===== config.mk =====
export PLATFORM = sky130hd
export DESIGN_NAME = keypad_entry_sequencer
export DESIGN_NICKNAME = d
export VERILOG_FILES = /design/src/rtl/lock_pkg.sv /design/src/rtl/key_debounce.sv /design/src/rtl/keypad_entry_sequencer.sv
export SDC_FILE = /design/constraint.sdc
export NUM_CORES = 1
export LEC_CHECK = 0
export ABC_AREA = 1
export BUFFER_PORTS_ARGS = -buffer_cell sky130_fd_sc_hd__buf_4
export CAP_MARGIN = 25
export CORE_MARGIN = 2
export CORE_UTILIZATION = 49
export CTS_BUF_LIST = sky130_fd_sc_hd__clkbuf_4
export CTS_CLUSTER_SIZE = 25
export DETAILED_ROUTE_END_ITERATION = 10
export GPL_TIMING_DRIVEN = 0
export MAX_ROUTING_LAYER = met4
export PLACE_DENSITY = 0.79
export RECOVER_POWER = 50
export SETUP_SLACK_MARGIN = 0.5
export SLEW_MARGIN = 10
export SYNTH_ARGS = -nofsm -noshare
export SYNTH_HDL_FRONTEND = slang
export SYNTH_SLANG_ARGS = --single-unit

===== constraint.sdc =====
create_clock -name clk -period 2.13 [get_ports clk]
set_input_delay 0.3195 -clock clk [delete_from_list [all_inputs] [get_ports clk]]
set_output_delay 0.3195 -clock clk [all_outputs]
set_load 0.01 [all_outputs]

===== src/rtl/lock_pkg.sv =====
// lock_pkg: shared FSM state type, digit geometry and one-hot check for the keypad entry sequencer
package lock_pkg;

    localparam int DIGIT_W    = 10;
    localparam int NUM_DIGITS = 4;

    typedef enum logic [2:0] {
        ST_ENTRY,
        ST_CHECK,
        ST_UNLOCKED,
        ST_FAIL,
        ST_LOCKOUT
    } state_t;

    function automatic logic is_onehot(input logic [DIGIT_W-1:0] v);
        return (v != '0) && ((v & (v - DIGIT_W'(1))) == '0);
    endfunction

endpackage


===== src/rtl/key_debounce.sv =====
// key_debounce: synchronise the raw keypad and emit one pulse per debounced one-hot press
// Ports: clk/rst_n clock and async active-low reset; hold_i forces the "wait for release" state;
//        key_i raw keypad; key_valid_o one-cycle accept pulse; key_onehot_o accepted digit.
module key_debounce
    import lock_pkg::*;
#(
    parameter int DEBOUNCE_CYCLES = 4
) (
    input  logic               clk,
    input  logic               rst_n,
    input  logic               hold_i,
    input  logic [DIGIT_W-1:0] key_i,
    output logic               key_valid_o,
    output logic [DIGIT_W-1:0] key_onehot_o
);

    localparam int CW = $clog2(DEBOUNCE_CYCLES + 1);

    logic [DIGIT_W-1:0] sync1_q, sync2_q, prev_q;
    logic [CW-1:0]      cnt_q, cnt_d, run;
    logic               armed_q, armed_d, target, hit;

    // armed_q: waiting for a stable press; otherwise waiting for a stable release.
    // Holding clears armed so a key held across the hold needs a fresh press.
    always_comb begin
        target  = armed_q ? is_onehot(sync2_q) : (sync2_q == '0);
        run     = !target ? '0 : (sync2_q == prev_q && cnt_q != '0) ? cnt_q + 1'b1 : CW'(1);
        hit     = run == CW'(DEBOUNCE_CYCLES);
        cnt_d   = (hold_i || hit) ? '0 : run;
        armed_d = !hold_i && (armed_q ^ hit);
    end

    always_ff @(posedge clk or negedge rst_n) begin
        if (!rst_n) begin
            sync1_q <= '0;
            sync2_q <= '0;
            prev_q  <= '0;
            cnt_q   <= '0;
            armed_q <= 1'b1;
        end else begin
            sync1_q <= key_i;
            sync2_q <= sync1_q;
            prev_q  <= sync2_q;
            cnt_q   <= cnt_d;
            armed_q <= armed_d;
        end
    end

    assign key_valid_o  = hit && armed_q && !hold_i;
    assign key_onehot_o = sync2_q;

endmodule


===== src/rtl/keypad_entry_sequencer.sv =====
// keypad_entry_sequencer: collect four debounced digits, sample the comparator, drive unlock/lockout
// Ports: clk/rst_n clock and async active-low reset; key raw keypad; clear abandons entry;
//        lock_ok comparator result; a1..a4 one-hot slots; digit_cnt digits held;
//        unlock door level; error wrong-code pulse; locked_out lockout level.
module keypad_entry_sequencer
    import lock_pkg::*;
#(
    parameter int DEBOUNCE_CYCLES = 4,
    parameter int UNLOCK_CYCLES   = 500,
    parameter int MAX_FAILS       = 3,
    parameter int LOCKOUT_CYCLES  = 1000
) (
    input  logic               clk,
    input  logic               rst_n,
    input  logic [DIGIT_W-1:0] key,
    input  logic               clear,
    input  logic               lock_ok,
    output logic [DIGIT_W-1:0] a1,
    output logic [DIGIT_W-1:0] a2,
    output logic [DIGIT_W-1:0] a3,
    output logic [DIGIT_W-1:0] a4,
    output logic [2:0]         digit_cnt,
    output logic               unlock,
    output logic               error,
    output logic               locked_out
);

    localparam int FW   = $clog2(MAX_FAILS + 1);
    localparam int TMAX = (UNLOCK_CYCLES > LOCKOUT_CYCLES) ? UNLOCK_CYCLES : LOCKOUT_CYCLES;
    localparam int TW   = $clog2(TMAX + 1);
    localparam int IW   = $clog2(NUM_DIGITS);

    state_t                             state_q, state_d;
    logic [NUM_DIGITS-1:0][DIGIT_W-1:0] slots_q, slots_d;
    logic [2:0]                         cnt_q, cnt_d;
    logic [FW-1:0]                      fails_q, fails_d, fails_inc;
    logic [TW-1:0]                      timer_q, timer_d;
    logic                               key_valid;
    logic [DIGIT_W-1:0]                 key_onehot;

    key_debounce #(
        .DEBOUNCE_CYCLES(DEBOUNCE_CYCLES)
    ) u_debounce (
        .clk          (clk),
        .rst_n        (rst_n),
        .hold_i       (state_q == ST_LOCKOUT),
        .key_i        (key),
        .key_valid_o  (key_valid),
        .key_onehot_o (key_onehot)
    );

    // The shared timer is loaded with length-1 on entry to UNLOCKED/LOCKOUT and the state
    // exits on the edge where it reads zero, giving exactly the programmed number of cycles.
    always_comb begin
        state_d   = state_q;
        slots_d   = slots_q;
        cnt_d     = cnt_q;
        fails_d   = fails_q;
        timer_d   = timer_q - 1'b1;
        fails_inc = (fails_q == FW'(MAX_FAILS)) ? fails_q : fails_q + 1'b1;
        case (state_q)
            ST_ENTRY: begin
                if (clear) begin
                    slots_d = '0;
                    cnt_d   = '0;
                end else if (key_valid) begin
                    slots_d[cnt_q[IW-1:0]] = key_onehot;
                    cnt_d                  = cnt_q + 1'b1;
                    state_d                = (cnt_q == 3'(NUM_DIGITS - 1)) ? ST_CHECK : ST_ENTRY;
                end
            end
            ST_CHECK: begin
                state_d = lock_ok ? ST_UNLOCKED : ST_FAIL;
                fails_d = lock_ok ? '0 : fails_q;
                timer_d = TW'(UNLOCK_CYCLES - 1);
            end
            ST_UNLOCKED: begin
                if (timer_q == '0) begin
                    state_d = ST_ENTRY;
                    slots_d = '0;
                    cnt_d   = '0;
                end
            end
            ST_FAIL: begin
                fails_d = fails_inc;
                slots_d = '0;
                cnt_d   = '0;
                state_d = (fails_inc == FW'(MAX_FAILS)) ? ST_LOCKOUT : ST_ENTRY;
                timer_d = TW'(LOCKOUT_CYCLES - 1);
            end
            ST_LOCKOUT: begin
                if (timer_q == '0) begin
                    state_d = ST_ENTRY;
                    fails_d = '0;
                end
            end
            default: state_d = ST_ENTRY;
        endcase
    end

    always_ff @(posedge clk or negedge rst_n) begin
        if (!rst_n) begin
            state_q <= ST_ENTRY;
            slots_q <= '0;
            cnt_q   <= '0;
            fails_q <= '0;
            timer_q <= '0;
        end else begin
            state_q <= state_d;
            slots_q <= slots_d;
            cnt_q   <= cnt_d;
            fails_q <= fails_d;
            timer_q <= timer_d;
        end
    end

    assign a1         = slots_q[0];
    assign a2         = slots_q[1];
    assign a3         = slots_q[2];
    assign a4         = slots_q[3];
    assign digit_cnt  = cnt_q;
    assign unlock     = state_q == ST_UNLOCKED;
    assign error      = state_q == ST_FAIL;
    assign locked_out = state_q == ST_LOCKOUT;

endmodule


==> results of run 1 <==
registers in the layout, indices dropped and copies added (netlist names):
signal and count:
u_debounce.armed_q 1, timer_q 10, u_debounce.sync1_q 10, digit_cnt 3, a1 10, u_debounce.cnt_q 3, a4 10, state_q 3
a3 10, fails_q 2, a2 10, u_debounce.prev_q 10, u_debounce.key_onehot_o 10
repair_timing:
action | in CTS | in global routing
gates cloned | 11 | 0
buffers inserted | 37 | 22
endpoints found under the setup margin | 51 | 55
endpoints found under the hold margin | 50 | 0
hold buffers | 11 | 0
pin swaps | 41 | 42
resized for setup | 62 | 40
worst paths after layout:
| kind | from | to | slack, ns | depth (start not counted) |
|---|---|---|---|---|
| setup / recovery | u_debounce.key_onehot_o[1] | a1[8] | -0.64 | 17 |
| hold / removal | lock_ok | state_q[0] | 0.12 | 4 |
| setup reg to reg | u_debounce.key_onehot_o[1] | a1[8] | -0.64 | 17 |
| hold reg to reg | u_debounce.sync1_q[8] | u_debounce.key_onehot_o[8] | 0.34 | 0 |
| max in group asynchronous | rst_n | u_debounce.armed_q | 1.02 | 3 |
| min in group asynchronous | rst_n | a2[6] | 0.35 | 2 |
metal layers:
metal  vias to the layer above  GRT usage
met5                         -          -
met2                       345      0.434
met4                         0      0.124
li1                       1786          -
met1                      1963      0.325
met3                       106     0.0519
report_power, final:
| group | switching (mW) | internal (mW) | total [mW] |
|---|---|---|---|
| logic | 0.386 | 0.283 | 0.668 |
| registers | 0.0774 | 1.85 | 1.93 |
| clock network | 0.653 | 0.387 | 1.04 |
stage by stage:
stage / instances / worst slack, ns / setup TNS, ns
final: 697 / -0.640 / -20.29
after CTS: 675 / -0.184 / -6.68
after global routing: 697 / -0.704 / -23.27
after floorplan: 435 / 0.0371 / 0
after detailed placement: 600 / -0.453 / -16.77
after global placement: 599 / -0.408 / -14.79
cells by family (layout without fill, tap and decap cells):
family | Yosys count | in the layout | share of synthesized area
DFF | 92 | 92 | 0.568
adders and majority gates | 9 | 9 | 0.0278
AOI/OAI and AO/OA | 62 | 66 | 0.0901
xor gates and xnor gates | 5 | 5 | 0.0108
buffers and inverters | 64 | 215 | 0.0700
and+or+nand+nor | 203 | 205 | 0.234
final cells by class:
| class | count | area, um^2 |
|---|---|---|
| timing repair buffer | 135 | 1150 |
| multi-input combinational | 285 | 1820 |
| fill | 471 | 2200 |
| sequential | 92 | 2310 |
| tap | 105 | 131 |
| clock buffer | 10 | 75.1 |
| buffer | 24 | 213 |
| clock inverter | 6 | 72.6 |
| inverter | 40 | 150 |
critical path, cell delays in order (launching register included):
cell and delay [ns]:
dfrtp_1 0.42, buf_6 0.15, nor2_4 0.14, nand3_1 0.18
nor2_1 0.18, nor2_1 0.05, nor2_1 0.08, nand3_1 0.10
nand2_2 0.10, nand4_1 0.15, inv_2 0.12, ha_4 0.16
o21ai_4 0.06, buf_6 0.14, nand2_8 0.09, buf_6 0.12
nand4_1 0.07, o21ai_1 0.33
synth_stat cells:
cell,instances
clkbuf_1,9
buf_6,4
a21oi_1,4
o211ai_2,2
nand4_1,43
o211ai_4,2
nor2_2,2
nor3_2,2
nor2_1,30
xnor2_1,3
o31ai_1,1
or3_1,1
o211ai_1,1
nand2_1,100
nand2_4,1
inv_2,5
nand3b_1,1
inv_1,35
or2_2,3
nand3_1,12
xor2_1,2
o21ai_1,41
nor3b_1,1
dfstp_2,1
a31oi_1,2
nor3b_2,1
nor3_1,3
dfrtp_1,91
ha_1,9
nand2_2,3
buf_2,11
o21ai_0,9
==> results.json, run 1 <==
{
  "clkTransAtPathRegs_ns": 0.20,
  "yosysUniqueCellTypes": 32,
  "drv_cap": 0,
  "hp-class": "in2reg",
  "final_core_util": 0.729,
  "wl_met2_um": 6700,
  "netlist_instances": 435,
  "antennaDiodeCount": 0,
  "drv_slew": 0,
  "rsz0062_at_grt": "yes",
  "grt_pass1_vias": 3603,
  "antenna_found_initial": 0,
  "placedInstanceArea_um2": 4720,
  "synth-seq-cells": 92,
  "finalSetupViolCount": 45,
  "final_cell_mix": "buf_4, nand2_1, dfrtp_1",
  "dr.first_iter.drc_count": 550,
  "setup.worst_path.start_class": "flop",
  "wl_per_cell_um": 19.7,
  "dr.pass1.iters": 8,
  "synth_area_per_cell_um2": 9.33,
  "peakVddDrop_uv": 354,
  "start_util": 0.499,
  "clock-root-buffer": "clkbuf_4",
  "hold_viol_final": 0,
  "fin_ws_ns": -0.640,
  "num_vias": 4200,
  "routed_wirelength_um": 13700,
  "finClkSkew_ns": 0.0577,
  "synth_area_leaders": "dfrtp_1, nand2_1, nand4_1",
  "yosysWarnings": 0,
  "violations": "setup timing",
  "worstSetupPathType": "reg2reg",
  "fp.coreArea_um2": 8130,
  "synth_area_leader_cell": "dfrtp_1",
  "die_w_um": 95.0,
  "final_cell_area_um2": 5930,
  "period_share": 1.30,
  "leakagePower_nw": 2.80,
  "final_nets": 610,
  "globalRouteOverflowTotal": 0,
  "synth_seq_area_share": 0.568,
  "worst_slew_pin_slew_ns": 0.540,
  "worst_ep_arrival_time_ns": 3.09,
  "num_io_pins": 60,
  "synth_fp_nets": 458,
  "ant_nets": 0,
  "clock_latency_ns": 0.47,
  "slew_headroom": 0.640,
  "hold_ws_ns": 0.122,
  "grt_pass1_wl_um": 17600,
  "numCtsBuffers": 9,
  "post-route-min-period_ns": 2.77,
  "critPathMaxFanout": 7,
  "route.detailed.drc": 0,
  "port_buffers": 59,
  "final_common_cell": "buf_4",
  "dieArea_um2": 9020,
  "htreeDepth": 3,
  "cts_sinks": 92,
  "grt_util_all_layers": 0.268,
  "post-dp-hpwl_um": 6150,
  "clock.fmax_mhz": 361,
  "syn_area_um2": 4060,
  "wl_met1_um": 4750,
  "grt_max_degree": 53,
  "design_power_total_mw": 3.64,
  "pwr_density_cell_nw_per_um2": 613,
  "status": "complete, but fails checks",
  "synth_top_area_share": 0.561,
  "top_layer_used": "met4",
  "num_rows": 33,
  "worstPathRequired_ns": 2.45,
  "place_congestion": 0.904,
  "syn_to_final_growth_pct": 46.2,
  "cts_tree": "done",
  "die_h_um": 95.0,
  "cts_max_path_buffers": 2,
  "vias_per_cell": 6.03,
  "worstSetupEndpointType": "flop",
  "wl_met3_um": 1300,
  "drive_gt1_frac": 0.385
}
Note: power is estimated with default switching activity, not from simulation.
==> run 2: changes to the inputs <==
--- a/config.mk
+++ b/config.mk
@@ -8,14 +8,15 @@
 export ABC_AREA = 1
 export BUFFER_PORTS_ARGS = -buffer_cell sky130_fd_sc_hd__buf_4
 export CAP_MARGIN = 25
+export CELL_PAD_IN_SITES_DETAIL_PLACEMENT = 2
+export CELL_PAD_IN_SITES_GLOBAL_PLACEMENT = 2
 export CORE_MARGIN = 2
-export CORE_UTILIZATION = 49
+export CORE_UTILIZATION = 33
 export CTS_BUF_LIST = sky130_fd_sc_hd__clkbuf_4
 export CTS_CLUSTER_SIZE = 25
 export DETAILED_ROUTE_END_ITERATION = 10
-export GPL_TIMING_DRIVEN = 0
 export MAX_ROUTING_LAYER = met4
-export PLACE_DENSITY = 0.79
+export PLACE_DENSITY = 0.84
 export RECOVER_POWER = 50
 export SETUP_SLACK_MARGIN = 0.5
 export SLEW_MARGIN = 10
==> results.json, run 2 (synthesis gave the netlist of run 1 again) <==
{
  "status": "complete, but fails checks",
  "violations": "setup timing",
  "htreeDepth": 3,
  "ant_nets": 0,
  "route.detailed.drc": 0,
  "clock_latency_ns": 0.53,
  "vias_per_cell": 5.78,
  "worstSetupEndpointType": "flop",
  "r2r-end": "a1[9]",
  "grt_pass1_vias": 4617,
  "r2r_cells": 16,
  "worstPathRequired_ns": 2.59,
  "clkTransAtPathRegs_ns": 0.21,
  "worst_ep_arrival_time_ns": 3.55,
  "cts_max_path_buffers": 2,
  "drive_gt1_frac": 0.508,
  "reg2reg_from": "u_debounce.cnt_q[0]",
  "cts_sinks": 92,
  "start_util": 0.338,
  "post-dp-hpwl_um": 9160,
  "hold_viol_final": 0,
  "dieArea_um2": 13200,
  "p_switching_mw": 1.32,
  "endpoint": "a1[9]",
  "dr.first_iter.drc_count": 331,
  "worst_slew_pin_slew_ns": 1.04,
  "p_comb_frac": 0.209,
  "critPathMaxFanout": 8,
  "antenna_found_initial": 1,
  "num_rows": 40,
  "port_buffers": 59,
  "syn_to_final_growth_pct": 61.4,
  "final_nets": 630,
  "drv_slew": 0,
  "grt_pass1_wl_um": 29000,
  "numCtsBuffers": 9,
  "routed_wirelength_um": 23900,
  "rsz0062_at_grt": "yes",
  "post-route-min-period_ns": 3.09,
  "drv_cap": 0,
  "wl_per_cell_um": 31.5,
  "p_seq_frac": 0.505,
  "clockPowerShare": 0.286,
  "grt_util_all_layers": 0.310,
  "worstSetupPathType": "reg2reg",
  "hp-class": "in2reg",
  "die_h_um": 115,
  "p_int_mw": 2.55,
  "fin_ws_ns": -0.962,
  "finClkSkew_ns": 0.0431,
  "clock-root-buffer": "clkbuf_4",
  "die_w_um": 115,
  "fillers": 1219,
  "fp.coreArea_um2": 12000,
  "final_common_cell": "buf_4",
  "peakVddDrop_uv": 493,
  "slew_headroom": 0.307,
  "globalRouteOverflowTotal": 0,
  "p_sw_frac": 0.342,
  "dr.pass1.iters": 5,
  "pwr_density_cell_nw_per_um2": 592,
  "num_io_pins": 60,
  "clock.fmax_mhz": 323,
  "leakagePower_nw": 3.09,
  "num_vias": 4390,
  "place_congestion": 0.848,
  "cts_tree": "done",
  "cp-startpoint": "u_debounce.cnt_q[0]",
  "final_cell_mix": "buf_4, dfrtp_1, nand2_1",
  "setup.worst_path.start_class": "flop",
  "finalSetupViolCount": 48,
  "period_share": 1.45,
  "grt_max_degree": 37,
  "design_power_total_mw": 3.88,
  "tns_ns": -37.98,
  "r2r_slack_ns": -0.96
}
-- run 2: how the worst min path moves through the flow --
stage	startpoint	to	depth (start not counted)
after floorplan	rst_n	a1[0]	0
after global placement	rst_n	fails_q[0]	1
after detailed placement	rst_n	fails_q[0]	1
after CTS	clear	state_q[0]	4
after global routing	clear	state_q[0]	4
final	clear	state_q[0]	4
-- run 2: timing repair --
action                     CTS  global route
hold endpoints to repair    40             0
resized for setup           96            85
pin swaps                   39            40
setup endpoints to repair   55            57
setup buffers               46            23
hold buffers                11             0
cloned                       4             6
-- run 2: layout make-up --
class,count,area [um^2],area share
diodes,1,2.50,0.000382
clock buffers,10,75.1,0.0115
clock inverters,6,62.6,0.00956
inverters,40,160,0.0245
multi-input cells,282,2040,0.312
flip-flops and latches,92,2310,0.354
well taps,147,184,0.0281
repair buffers,182,1710,0.261
-- run 2: metrics by stage --
| stage | setup WS, ns | cell area, um^2 | utilization | instances | hold slack [ns] |
|---|---|---|---|---|---|
| after floorplan | 0.0371 | 4120 | - | 435 | 0.0239 |
| after global placement | -0.281 | 4880 | 0.406 | 653 | 0.309 |
| after detailed placement | -0.542 | 4880 | 0.406 | 653 | 0.321 |
| after CTS | -0.294 | 5900 | 0.492 | 730 | 0.141 |
| after global routing | -0.992 | 6550 | 0.545 | 760 | 0.215 |
| final | -0.962 | 6550 | 0.545 | 760 | 0.220 |
-- run 2: critical path, cell delays in order, from the launching register on --
cell,delay (ns)
dfrtp_1,0.46
inv_2,0.09
ha_4,0.18
nand2_4,0.07
nand2_4,0.05
nor3_4,0.27
nand3_4,0.16
nor2_4,0.16
nand4_1,0.22
inv_2,0.18
ha_4,0.18
o21ai_4,0.06
nand2_4,0.19
buf_6,0.17
clkbuf_16,0.15
nand4_1,0.17
o21ai_1,0.25
-- run 2: per-layer routing --
layer,vias up,GRT usage,wire (um)
met3,100,0.0559,1370
met5,-,-,0
met1,2284,0.370,9230
met4,0,0.146,1380
met2,216,0.509,11900
li1,1790,-,-
-- run 2: power groups by stage --
stage / clock network, mW / registers [mW] / logic (mW)
3_5_place_dp: 0 / 1.97 / 0.549
4_1_cts: 1.04 / 1.93 / 0.639
6_report: 1.11 / 1.96 / 0.808
2_1_floorplan: 0 / 1.97 / 0.227
3_3_place_gp: 0 / 1.96 / 0.523
5_1_grt: 1.19 / 1.97 / 0.845
==> run 3: changes to the inputs <==
--- a/config.mk
+++ b/config.mk
@@ -11,12 +11,12 @@
 export CELL_PAD_IN_SITES_DETAIL_PLACEMENT = 2
 export CELL_PAD_IN_SITES_GLOBAL_PLACEMENT = 2
 export CORE_MARGIN = 2
-export CORE_UTILIZATION = 33
+export CORE_UTILIZATION = 36
 export CTS_BUF_LIST = sky130_fd_sc_hd__clkbuf_4
 export CTS_CLUSTER_SIZE = 25
 export DETAILED_ROUTE_END_ITERATION = 10
 export MAX_ROUTING_LAYER = met4
-export PLACE_DENSITY = 0.84
+export PLACE_DENSITY = 0.87
 export RECOVER_POWER = 50
 export SETUP_SLACK_MARGIN = 0.5
 export SLEW_MARGIN = 10
==> constraint.sdc (replaced) <==
create_clock -name clk -period 3.5 [get_ports clk]
set_input_delay 0.525 -clock clk [delete_from_list [all_inputs] [get_ports clk]]
set_output_delay 0.525 -clock clk [all_outputs]
set_load 0.01 [all_outputs]
==> results.json, run 3 (synthesis gave the netlist of run 1 again) <==
{
  "status": "complete, no violations",
  "final_common_cell": "nand2_1",
  "post-dp-hpwl_um": 8360,
  "htreeDepth": 3,
  "wl_met3_um": 483,
  "grt_pass1_wl_um": 19600,
  "cts_hold_buf": 0,
  "die_w_um": 110,
  "fin_ws_ns": 0.705,
  "drv_cap": 0,
  "critPathMaxFanout": 23,
  "die_h_um": 110,
  "clock_latency_ns": 0.47,
  "clock.fmax_mhz": 358,
  "setup.worst_path.start_class": "flop",
  "routed_wirelength_um": 12000,
  "wl_per_cell_um": 18.9,
  "start_util": 0.371,
  "clkTransAtPathRegs_ns": 0.15,
  "num_rows": 38,
  "grt_max_degree": 59,
  "dr.pass1.iters": 4,
  "worstSetupPathType": "reg2reg",
  "route.detailed.drc": 0,
  "tns_ns": 0,
  "cts_max_path_buffers": 2,
  "globalRouteOverflowTotal": 0,
  "final_nets": 512,
  "finClkSkew_ns": 0.0274,
  "rsz0062_at_grt": "no",
  "place_congestion": 0.789,
  "dieArea_um2": 12100,
  "place_ws_ns": 0.441,
  "grt_util_all_layers": 0.223,
  "finalSetupViolCount": 0,
  "fp.coreArea_um2": 10900,
  "placedInstanceArea_um2": 4560,
  "final_cell_mix": "nand2_1, dfrtp_1, buf_4",
  "worstSetupEndpointType": "flop",
  "cts_tree": "done",
  "drv_slew": 0,
  "wl_met1_um": 5200,
  "num_io_pins": 60,
  "numCtsBuffers": 9,
  "final_cell_area_um2": 4740,
  "ant_nets": 0,
  "pwr_density_cell_nw_per_um2": 421,
  "wl_met2_um": 6080,
  "fillers": 1231,
  "drive_gt1_frac": 0.211,
  "hp-class": "in2reg",
  "num_vias": 3372,
  "syn_to_final_growth_pct": 16.9,
  "cts_sinks": 92,
  "period_share": 0.798,
  "port_buffers": 59,
  "worst_slew_pin_slew_ns": 1.46,
  "peakVddDrop_uv": 149,
  "leakagePower_nw": 2.24,
  "vias_per_cell": 5.33,
  "antenna_found_initial": 0,
  "top_layer_used": "met4",
  "worstPathRequired_ns": 3.89,
  "clock-root-buffer": "clkbuf_4",
  "hold_viol_final": 0,
  "slew_headroom": 0.0260,
  "grt_pass1_vias": 3653,
  "dr.first_iter.drc_count": 97,
  "post-route-min-period_ns": 2.79,
  "worst_ep_arrival_time_ns": 3.18,
  "antennaDiodeCount": 0
}
==> run 3: changes by cell type in the layout (fill, tap and decap cells not counted), moves of 10 or more <==
cell,change
buf_6,-31
nor2_4,-15
buf_4,-63
nor2_1,+20
o21ai_2,-16
nand2_2,-10
o21ai_1,+14
inv_1,+11
dlygate4sd3_1,-11
nand2_1,+24
nand2_4,-13
==> run 3: layout make-up <==
| class | count | area (um^2) | area share |
|---|---|---|---|
| clock inverter | 5 | 30.0 | 0.00633 |
| tap | 140 | 175 | 0.0369 |
| sequential | 92 | 2300 | 0.486 |
| clock buffer | 10 | 75.1 | 0.0158 |
| timing repair buffer | 66 | 485 | 0.102 |
| inverter | 40 | 150 | 0.0317 |
| multi-input combinational | 280 | 1520 | 0.321 |
==> run 3: worst paths after layout <==
path	start	end	slack [ns]	depth (start not counted)
setup reg to reg	u_debounce.key_onehot_o[7]	a3[7]	0.71	16
max in group asynchronous	rst_n	timer_q[7]	1.53	2
setup / recovery	u_debounce.key_onehot_o[7]	a3[7]	0.71	16
hold reg to reg	u_debounce.sync1_q[8]	u_debounce.key_onehot_o[8]	0.36	0
min in group asynchronous	rst_n	a4[6]	0.38	1
hold / removal	key[6]	u_debounce.sync1_q[6]	0.19	1
==> run 3: worst max-delay path: stages (launching register included) <==
cell	delay (ns)
dfrtp_1	0.54
inv_1	0.16
nand2_1	0.11
nor2_1	0.14
nand2_1	0.09
nor2_1	0.13
nor2_1	0.07
nand3_1	0.07
nand2_1	0.11
nand4_1	0.12
inv_1	0.06
ha_1	0.22
o21ai_4	0.26
nand2_8	0.19
o211ai_4	0.21
nand2_1	0.12
o21ai_1	0.12
==> run 3: power by group <==
group          switching [mW]  internal, mW  total [mW]
sequential             0.0600          1.13        1.19
combinational           0.180         0.121       0.300
clock                   0.362         0.147       0.509
==> run 3: stage by stage <==
step / std cells / power (mW) / hold WS [ns] / utilization
finish: 633 / 1.99 / 0.186 / 0.434
global route: 633 / 2.12 / 0.146 / 0.434
CTS: 629 / 2.01 / 0.111 / 0.428
detailed placement: 613 / 1.50 / 0.337 / 0.417
global placement: 613 / 1.48 / 0.332 / 0.417
floorplan: 435 / 1.33 / 0.229 / -
==> run 3: repair_timing <==
action,CTS,global route
pin swaps,1,1
resized for setup,1,13
buffers inserted,0,4
endpoints found under the setup margin,20,43
gates cloned,1,0
==> run 3: layer usage <==
| metal | track usage | vias to the layer above |
|---|---|---|
| met1 | 0.273 | 1723 |
| li1 | - | 1553 |
| met4 | 0.0723 | 0 |
| met2 | 0.376 | 76 |
| met3 | 0.0412 | 20 |
| met5 | - | - |
